**src/rtl/tl_event_pkg.sv**
```systemverilog
// tl_event_pkg
// Shared definitions for the TileLink event arbiter: channel encodings, the
// field layout of an event record, the output-register state type and a small
// index helper. Taps and the logger both import this so they agree on layout.
package tl_event_pkg;

    // TileLink channel encodings carried in the record's channel field.
    localparam int unsigned CH_A = 0;
    localparam int unsigned CH_B = 1;
    localparam int unsigned CH_C = 2;
    localparam int unsigned CH_D = 3;
    localparam int unsigned CH_E = 4;

    // Record layout inside a 128-bit event. The arbiter treats the record as
    // opaque; these offsets only exist so producers and the logger agree.
    localparam int unsigned EVT_ID_LSB       = 0;
    localparam int unsigned EVT_ID_WD        = 32;
    localparam int unsigned EVT_BUS_TYPE_LSB = 32;
    localparam int unsigned EVT_BUS_TYPE_WD  = 4;
    localparam int unsigned EVT_CHANNEL_LSB  = 36;
    localparam int unsigned EVT_CHANNEL_WD   = 3;
    localparam int unsigned EVT_OPCODE_LSB   = 39;
    localparam int unsigned EVT_OPCODE_WD    = 3;
    localparam int unsigned EVT_PARAM_LSB    = 42;
    localparam int unsigned EVT_PARAM_WD     = 3;
    localparam int unsigned EVT_SOURCE_LSB   = 45;
    localparam int unsigned EVT_SOURCE_WD    = 16;
    localparam int unsigned EVT_ADDRESS_LSB  = 64;
    localparam int unsigned EVT_ADDRESS_WD   = 64;

    // Output register occupancy.
    typedef enum logic {
        OutEmpty = 1'b0,
        OutFull  = 1'b1
    } out_state_e;

    // Increment an index modulo n (n need not be a power of two).
    function automatic int unsigned wrap_inc(input int unsigned idx, input int unsigned n);
        return (idx + 1 >= n) ? 0 : idx + 1;
    endfunction

endpackage

```
**src/rtl/tl_event_fifo.sv**
```systemverilog
// tl_event_fifo
// Per-tap event buffer. Circular FIFO with a synchronous flush and support for
// push and pop in the same cycle even when full (the slot freed by the pop is
// reused by the push). The caller only asserts push when the write can land.
//
// Ports:
//   clock, reset_n  clock and asynchronous active-low reset
//   flush           synchronous clear of all entries
//   push, wdata     write request and data
//   pop             remove the head entry
//   rdata           head entry (valid while !empty)
//   full, empty     occupancy flags
module tl_event_fifo
#(
    parameter int unsigned WIDTH = 128,
    parameter int unsigned DEPTH = 4
) (
    input  logic             clock,
    input  logic             reset_n,
    input  logic             flush,
    input  logic             push,
    input  logic [WIDTH-1:0] wdata,
    input  logic             pop,
    output logic [WIDTH-1:0] rdata,
    output logic             full,
    output logic             empty
);

    localparam int unsigned PtrWd = $clog2(DEPTH);
    localparam int unsigned CntWd = $clog2(DEPTH) + 1;

    logic [PtrWd-1:0] wr_ptr_q, wr_ptr_d;
    logic [PtrWd-1:0] rd_ptr_q, rd_ptr_d;
    logic [CntWd-1:0] count_q, count_d;
    logic [WIDTH-1:0] mem_q [DEPTH];

    assign full  = (count_q == CntWd'(DEPTH));
    assign empty = (count_q == '0);
    assign rdata = mem_q[rd_ptr_q];

    always_comb begin
        wr_ptr_d = wr_ptr_q;
        rd_ptr_d = rd_ptr_q;
        count_d  = count_q;
        if (flush) begin
            wr_ptr_d = '0;
            rd_ptr_d = '0;
            count_d  = '0;
        end else begin
            // Depth is a power of two, so the pointers wrap on overflow.
            if (push) begin
                wr_ptr_d = wr_ptr_q + PtrWd'(1);
            end
            if (pop) begin
                rd_ptr_d = rd_ptr_q + PtrWd'(1);
            end
            case ({push, pop})
                2'b10:   count_d = count_q + CntWd'(1);
                2'b01:   count_d = count_q - CntWd'(1);
                default: count_d = count_q;
            endcase
        end
    end

    always_ff @(posedge clock or negedge reset_n) begin
        if (!reset_n) begin
            wr_ptr_q <= '0;
            rd_ptr_q <= '0;
            count_q  <= '0;
        end else begin
            wr_ptr_q <= wr_ptr_d;
            rd_ptr_q <= rd_ptr_d;
            count_q  <= count_d;
        end
    end

    // Storage needs no reset: entries are only read while the count says valid.
    always_ff @(posedge clock) begin
        if (push && !flush) begin
            mem_q[wr_ptr_q] <= wdata;
        end
    end

endmodule

```
**src/rtl/tl_event_arbiter.sv**
```systemverilog
// tl_event_arbiter
// Merges per-tap TileLink monitor events into one stream. Each tap feeds its
// own FIFO (taps cannot be stalled, so a full FIFO drops and counts the event);
// a round-robin arbiter loads a single output register towards the logger.
//
// Ports:
//   clock, reset_n   clock and asynchronous active-low reset
//   in_valid/in_data per-tap event strobe and record (tap k at [k*EVT_WD +: EVT_WD])
//   out_valid/out_ready/out_data  output handshake and granted record
//   out_port         tap index of the current record
//   out_drop         events from that tap were lost before this record
//   flush            synchronous clear of FIFOs, output register and lost flags
//   clear_drops      synchronous zeroing of the drop counters
//   drop_cnt         per-tap saturating drop counters (tap k at [k*CNT_WD +: CNT_WD])
module tl_event_arbiter
    import tl_event_pkg::*;
#(
    parameter int unsigned NUM_PORTS  = 4,
    parameter int unsigned EVT_WD     = 128,
    parameter int unsigned FIFO_DEPTH = 4,
    parameter int unsigned CNT_WD     = 16,
    localparam int unsigned PORT_WD   = $clog2(NUM_PORTS)
) (
    input  logic                        clock,
    input  logic                        reset_n,
    input  logic [NUM_PORTS-1:0]        in_valid,
    input  logic [NUM_PORTS*EVT_WD-1:0] in_data,
    output logic                        out_valid,
    input  logic                        out_ready,
    output logic [EVT_WD-1:0]           out_data,
    output logic [PORT_WD-1:0]          out_port,
    output logic                        out_drop,
    input  logic                        flush,
    input  logic                        clear_drops,
    output logic [NUM_PORTS*CNT_WD-1:0] drop_cnt
);

    logic [NUM_PORTS-1:0] fifo_full;
    logic [NUM_PORTS-1:0] fifo_empty;
    logic [NUM_PORTS-1:0] fifo_push;
    logic [NUM_PORTS-1:0] fifo_pop;
    logic [NUM_PORTS-1:0] drop;
    logic [EVT_WD-1:0]    fifo_head [NUM_PORTS];

    logic [PORT_WD-1:0] ptr_q, ptr_d;
    logic [PORT_WD-1:0] grant;
    logic               grant_vld;
    logic               load_en;
    int unsigned        idx;

    out_state_e           out_state_q, out_state_d;
    logic [EVT_WD-1:0]    out_data_q, out_data_d;
    logic [PORT_WD-1:0]   out_port_q, out_port_d;
    logic                 out_drop_q, out_drop_d;
    logic [NUM_PORTS-1:0] lost_q, lost_d;
    logic [CNT_WD-1:0]    cnt_q [NUM_PORTS];
    logic [CNT_WD-1:0]    cnt_d [NUM_PORTS];

    for (genvar k = 0; k < NUM_PORTS; k++) begin : g_tap
        tl_event_fifo #(
            .WIDTH (EVT_WD),
            .DEPTH (FIFO_DEPTH)
        ) u_fifo (
            .clock   (clock),
            .reset_n (reset_n),
            .flush   (flush),
            .push    (fifo_push[k]),
            .wdata   (in_data[k*EVT_WD +: EVT_WD]),
            .pop     (fifo_pop[k]),
            .rdata   (fifo_head[k]),
            .full    (fifo_full[k]),
            .empty   (fifo_empty[k])
        );

        assign drop_cnt[k*CNT_WD +: CNT_WD] = cnt_q[k];
    end

    // Round-robin: first non-empty FIFO at or after ptr_q.
    always_comb begin
        grant     = '0;
        grant_vld = 1'b0;
        idx       = 0;
        for (int unsigned i = 0; i < NUM_PORTS; i++) begin
            idx = 32'(ptr_q) + i;
            if (idx >= NUM_PORTS) begin
                idx = idx - NUM_PORTS;
            end
            if (!grant_vld && !fifo_empty[idx[PORT_WD-1:0]]) begin
                grant     = idx[PORT_WD-1:0];
                grant_vld = 1'b1;
            end
        end
    end

    assign load_en = grant_vld && !flush && ((out_state_q == OutEmpty) || out_ready);

    // A full FIFO still accepts a push when its head is popped in the same cycle.
    always_comb begin
        fifo_pop  = '0;
        fifo_push = '0;
        drop      = '0;
        for (int unsigned k = 0; k < NUM_PORTS; k++) begin
            fifo_pop[k]  = load_en && (grant == PORT_WD'(k));
            fifo_push[k] = in_valid[k] && !flush && (!fifo_full[k] || fifo_pop[k]);
            drop[k]      = in_valid[k] && !flush && fifo_full[k] && !fifo_pop[k];
        end
    end

    // Drop counters: clear wins over increment, but a same-cycle drop still counts.
    always_comb begin
        for (int unsigned k = 0; k < NUM_PORTS; k++) begin
            cnt_d[k] = cnt_q[k];
            if (clear_drops) begin
                cnt_d[k] = drop[k] ? CNT_WD'(1) : '0;
            end else if (drop[k] && (cnt_q[k] != '1)) begin
                cnt_d[k] = cnt_q[k] + CNT_WD'(1);
            end
        end
    end

    // Lost flags: a load clears the granted flag, a same-cycle drop re-sets it.
    always_comb begin
        lost_d = lost_q;
        if (flush) begin
            lost_d = '0;
        end else begin
            if (load_en) begin
                lost_d[grant] = 1'b0;
            end
            lost_d = lost_d | drop;
        end
    end

    // Output register and arbitration pointer.
    always_comb begin
        out_state_d = out_state_q;
        out_data_d  = out_data_q;
        out_port_d  = out_port_q;
        out_drop_d  = out_drop_q;
        ptr_d       = ptr_q;
        if (flush) begin
            out_state_d = OutEmpty;
        end else if (load_en) begin
            out_state_d = OutFull;
            out_data_d  = fifo_head[grant];
            out_port_d  = grant;
            out_drop_d  = lost_q[grant];
            ptr_d       = PORT_WD'(wrap_inc(32'(grant), NUM_PORTS));
        end else begin
            case (out_state_q)
                OutFull: begin
                    if (out_ready) begin
                        out_state_d = OutEmpty;
                    end
                end
                default: out_state_d = out_state_q;
            endcase
        end
    end

    always_ff @(posedge clock or negedge reset_n) begin
        if (!reset_n) begin
            out_state_q <= OutEmpty;
            out_data_q  <= '0;
            out_port_q  <= '0;
            out_drop_q  <= 1'b0;
            ptr_q       <= '0;
            lost_q      <= '0;
            for (int unsigned k = 0; k < NUM_PORTS; k++) begin
                cnt_q[k] <= '0;
            end
        end else begin
            out_state_q <= out_state_d;
            out_data_q  <= out_data_d;
            out_port_q  <= out_port_d;
            out_drop_q  <= out_drop_d;
            ptr_q       <= ptr_d;
            lost_q      <= lost_d;
            for (int unsigned k = 0; k < NUM_PORTS; k++) begin
                cnt_q[k] <= cnt_d[k];
            end
        end
    end

    assign out_valid = (out_state_q == OutFull);
    assign out_data  = out_data_q;
    assign out_port  = out_port_q;
    assign out_drop  = out_drop_q;

endmodule

```
**config.mk**
```make
export PLATFORM = sky130hd
export DESIGN_NAME = tl_event_arbiter
export DESIGN_NICKNAME = d
export VERILOG_FILES = /design/src/rtl/tl_event_pkg.sv /design/src/rtl/tl_event_fifo.sv /design/src/rtl/tl_event_arbiter.sv
export SDC_FILE = /design/constraint.sdc
export NUM_CORES = 2
export LEC_CHECK = 0
export BUFFER_PORTS_ARGS = -buffer_cell sky130_fd_sc_hd__buf_2
export CAP_MARGIN = 10
export CORE_MARGIN = 1.5
export CORE_UTILIZATION = 45
export CTS_CLUSTER_SIZE = 10
export DETAILED_ROUTE_END_ITERATION = 16
export PLACE_DENSITY_LB_ADDON = 0.3
export SYNTH_ARGS = -nofsm -noshare
export SYNTH_HDL_FRONTEND = slang
export SYNTH_SLANG_ARGS = --single-unit
```
**constraint.sdc**
```tcl
create_clock -name clock -period 15.1 [get_ports clock]
set_clock_uncertainty 0.2 [all_clocks]
set_input_delay 3.02 -clock clock [delete_from_list [all_inputs] [get_ports clock]]
set_output_delay 3.02 -clock clock [all_outputs]
set_load 0.01 [all_outputs]
```
==> flow_summary.yaml <==
status:
  outcome: "finished clean"
setup_path:
  ff2ff_path_depth: 10
  worstPathRequired_ns: 15.41
  r2r_start: "g_tap[1].u_fifo.count_q[0]$_DFFE_PN0P_"
  critPathKind: "in2reg"
  crit_path_cell_trace: "buf_2 -> nor2_1 -> and2_1 -> nand3_1 -> a21oi_1 -> and2_4 -> buf_4 -> buf_4"
  slowest_stage: "buf_4"
  worstPathMaxFanout: 51
  cp_top_family: "simple AND/OR/NAND/NOR gates"
  cp-end-kind: "flop"
  crit_buf_inv: 3
  cp_common_cell: "buf_4"
  critPathArrivalTime_ns: 7.63
  start_kind: "primary input"
  reg2reg_slack_ns: 8.81
  slowest_delay_ns: 0.75
  reg2reg_to: "g_tap[0].u_fifo.mem_q[0][76]$_DFFE_PP_"
clock_tree:
  clock_path_buffers: 4
  cts_resized: 0
  cts_made_buffers: 283
  holdBufCountCts: 0
  cts_tree: "done"
  clk_latency_ns: 0.93
  root_buffer: "clkbuf_16"
  h-tree-depth: 5
  cts.sinks: 2278
  post_cts_buffers: 0
  clkTransAtPathRegs_ns: 0.05
pwr:
  vdd_ir_drop_max_mv: 0.262
  p_leak_nw: 35.3
  totalPowerFinal_mw: 19.7
  power_density_mw_per_mm2: 192
timing:
  period_share_pct: 48.5
  drv_slew: 0
  hold_viol_final: 0
  max_freq_mhz: 137
  final.min_clock_period_ns: 7.32
  max-slew-margin-rel_pct: 24.8
  final-setup-viol-count: 0
  rsz0062_at_grt: "no"
  worstMarginPinSlew_ns: 1.13
  finalSetupTns_ns: 0
floorplan:
  io_pins: 717
  die_w_um: 445
  die_y_um: 445
  start_util_pct: 45.2
  num_rows: 162
  core_mm2: 0.195
  die_area_mm2: 0.198
global_routing:
  grt_pass1_wl_um: 347000
  grt_max_degree: 130
  grt_usage_pct: 24.8
  grt_antenna_before_repair: 202
  grt_pass1_vias: 47000
  grt-ovfl-total: 0
logic_synthesis:
  ys_seq_area_share_pct: 76.4
  syn_inst: 4458
  async_reset_ff_share_pct: 10.1
  synth_fp_nets: 5004
  ys.flop_type: "edfxtp_1"
  synth-edff-count: 2048
  synth_area_mm2: 0.0880
  ys_warn_count: 0
  syn_avg_cell_area_um2: 19.7
  synth.ff_latch_count: 2278
  synth_cell_type_count: 67
detailed_routing:
  drtIter0Drc: 4940
  drt-total-wl_um: 248000
  vias_per_cell: 5.83
  post_drt_wl_per_cell_um: 30.6
  drcViolationCount: 0
  ant_nets: 0
  dr.pass1.iters: 7
  vias: 47200
worst_hold_path:
  min_path_type: "reg2reg"
  min_to: "out_data[14]$_DFFE_PN0P_"
  hold_start: "out_data[14]$_DFFE_PN0P_"
  worstHoldPathCells: 2
job:
  maxCapViolations: 0
cells_and_area:
  filler_cell_count: 15500
  area_delta_synth_final_pct: 16.8
  drive_gt1_share_pct: 30.4
  utilization_pct: 52.8
  nNetsFinal: 5837
  finish.instance_area_mm2: 0.103
placement:
  place_hpwl_um: 156000
  routabilityCongestion: 0.799
  place_area_mm2: 0.0944
  io_buffer_count: 716
layout make-up:
| class | instances | area [um2] | share of cell area [%] |
|---|---|---|---|
| clock inverters | 13 | 113 | 0.110 |
| multi-input cells | 1906 | 19700 | 19.1 |
| flip-flops and latches | 2278 | 67300 | 65.5 |
| clock buffers | 460 | 8030 | 7.81 |
| repair buffers | 795 | 4210 | 4.10 |
| diodes | 69 | 173 | 0.168 |
| well taps | 2542 | 3180 | 3.10 |
| inverters | 27 | 111 | 0.108 |
stage by stage:
stage | instances | setup slack, ns | hold slack (ns)
2_1_floorplan | 4458 | 7.34 | 0.275
3_3_place_gp | 7547 | 6.81 | 0.257
3_5_place_dp | 7547 | 6.75 | 0.261
4_1_cts | 8020 | 7.70 | 0.273
5_1_grt | 8075 | 7.55 | 0.298
6_report | 8090 | 7.78 | 0.270
cells in the final DEF (no fill, tap or decap), types with 9 or more instances in the layout:
cell       netlist  final
edfxtp_1      2048   2048
buf_2           58    716
nand2_1        556    555
mux4_2         512    512
clkbuf_16        0    292
dfrtp_1        230    222
and3_1         204    204
clkbuf_1       160    159
o31ai_1        117    116
buf_4            5     76
mux2i_1         71     71
diode_2          0     69
nor2_1          63     63
a21oi_1         38     38
nand3_1         36     36
o221ai_1        30     30
inv_1           25     25
xnor2_1         22     22
ha_1            21     21
o21ai_0         20     20
nor2b_1         17     17
nand2b_1        16     16
and2_4           0     16
nor4_1          15     15
nand4_1         15     15
or3_1           14     14
or4_1           14     14
nor3_1          13     13
mux2_1          11     11
clkbuf_8         0      9
layer usage:
| metal | GRT usage, % | part of all wire [%] |
|---|---|---|
| met3 | 5.48 | 7.2 |
| met5 | 0 | 0.28 |
| met4 | 11.4 | 4.1 |
| met2 | 41.6 | 51 |
| met1 | 30.6 | 37 |
how the worst max path moves through the flow:
| stage | startpoint | to | slack (ns) | cells past startpoint |
|---|---|---|---|---|
| after floorplan | out_ready | g_tap[0].u_fifo.mem_q[0][0]$_DFFE_PP_ | 7.34 | 7 |
| after global placement | flush | g_tap[0].u_fifo.mem_q[0][65]$_DFFE_PP_ | 6.81 | 8 |
| after detailed placement | flush | g_tap[0].u_fifo.mem_q[1][65]$_DFFE_PP_ | 6.75 | 8 |
| after CTS | flush | g_tap[0].u_fifo.mem_q[1][88]$_DFFE_PP_ | 7.70 | 8 |
| after global routing | flush | g_tap[0].u_fifo.mem_q[1][78]$_DFFE_PP_ | 7.55 | 8 |
| final | flush | g_tap[0].u_fifo.mem_q[0][76]$_DFFE_PP_ | 7.78 | 8 |
flip-flops by register name, indices dropped and copies added (netlist names):
signal / count
g_tap.u_fifo.count_q: 12
out_data: 128
out_valid: 1
g_tap.u_fifo.rd_ptr_q: 8
out_port: 2
ptr_q: 2
drop_cnt: 64
g_tap.u_fifo.mem_q: 2048
lost_q: 4
g_tap.u_fifo.wr_ptr_q: 8
out_drop: 1
tightest hold or removal path, stage by stage (launching register included):
cell	delay, ns
dfrtp_1	0.34
nand2_1	0.05
o31ai_1	0.05
Yosys cell counts (all sizes together), types with 17 or more instances:
library cell | count | area, um2
a21oi | 38 | 190
and2 | 18 | 113
and3 | 204 | 1280
buf | 87 | 418
clkbuf | 160 | 601
dfrtp | 230 | 5760
edfxtp | 2048 | 61500
ha | 21 | 263
inv | 27 | 104
mux2i | 71 | 711
mux4 | 512 | 11500
nand2 | 556 | 2090
nand3 | 36 | 180
nor2 | 63 | 236
nor2b | 17 | 106
nor3 | 18 | 128
nor4 | 17 | 128
o21ai | 22 | 110
o221ai | 30 | 263
o31ai | 117 | 878
xnor2 | 22 | 193
where the power goes:
group	switching, mW	total [mW]	internal (mW)
Sequential	0.361	7.83	7.47
Clock	2.42	6.04	3.62
Combinational	3.71	5.83	2.12
Total	6.49	19.7	13.2
logic make-up after synthesis:
| family | after synthesis | synth area share [%] |
|---|---|---|
| muxes | 599 | 14.1 |
| DFF | 2278 | 76.4 |
| xor gates and xnor gates | 27 | 0.269 |
| buffers and inverters | 274 | 1.28 |
| and+or+nand+nor | 1004 | 5.43 |
| AOI/OAI and AO/OA | 251 | 2.08 |
| adders and majority gates | 25 | 0.390 |
Power figures use the tool's default switching activity.
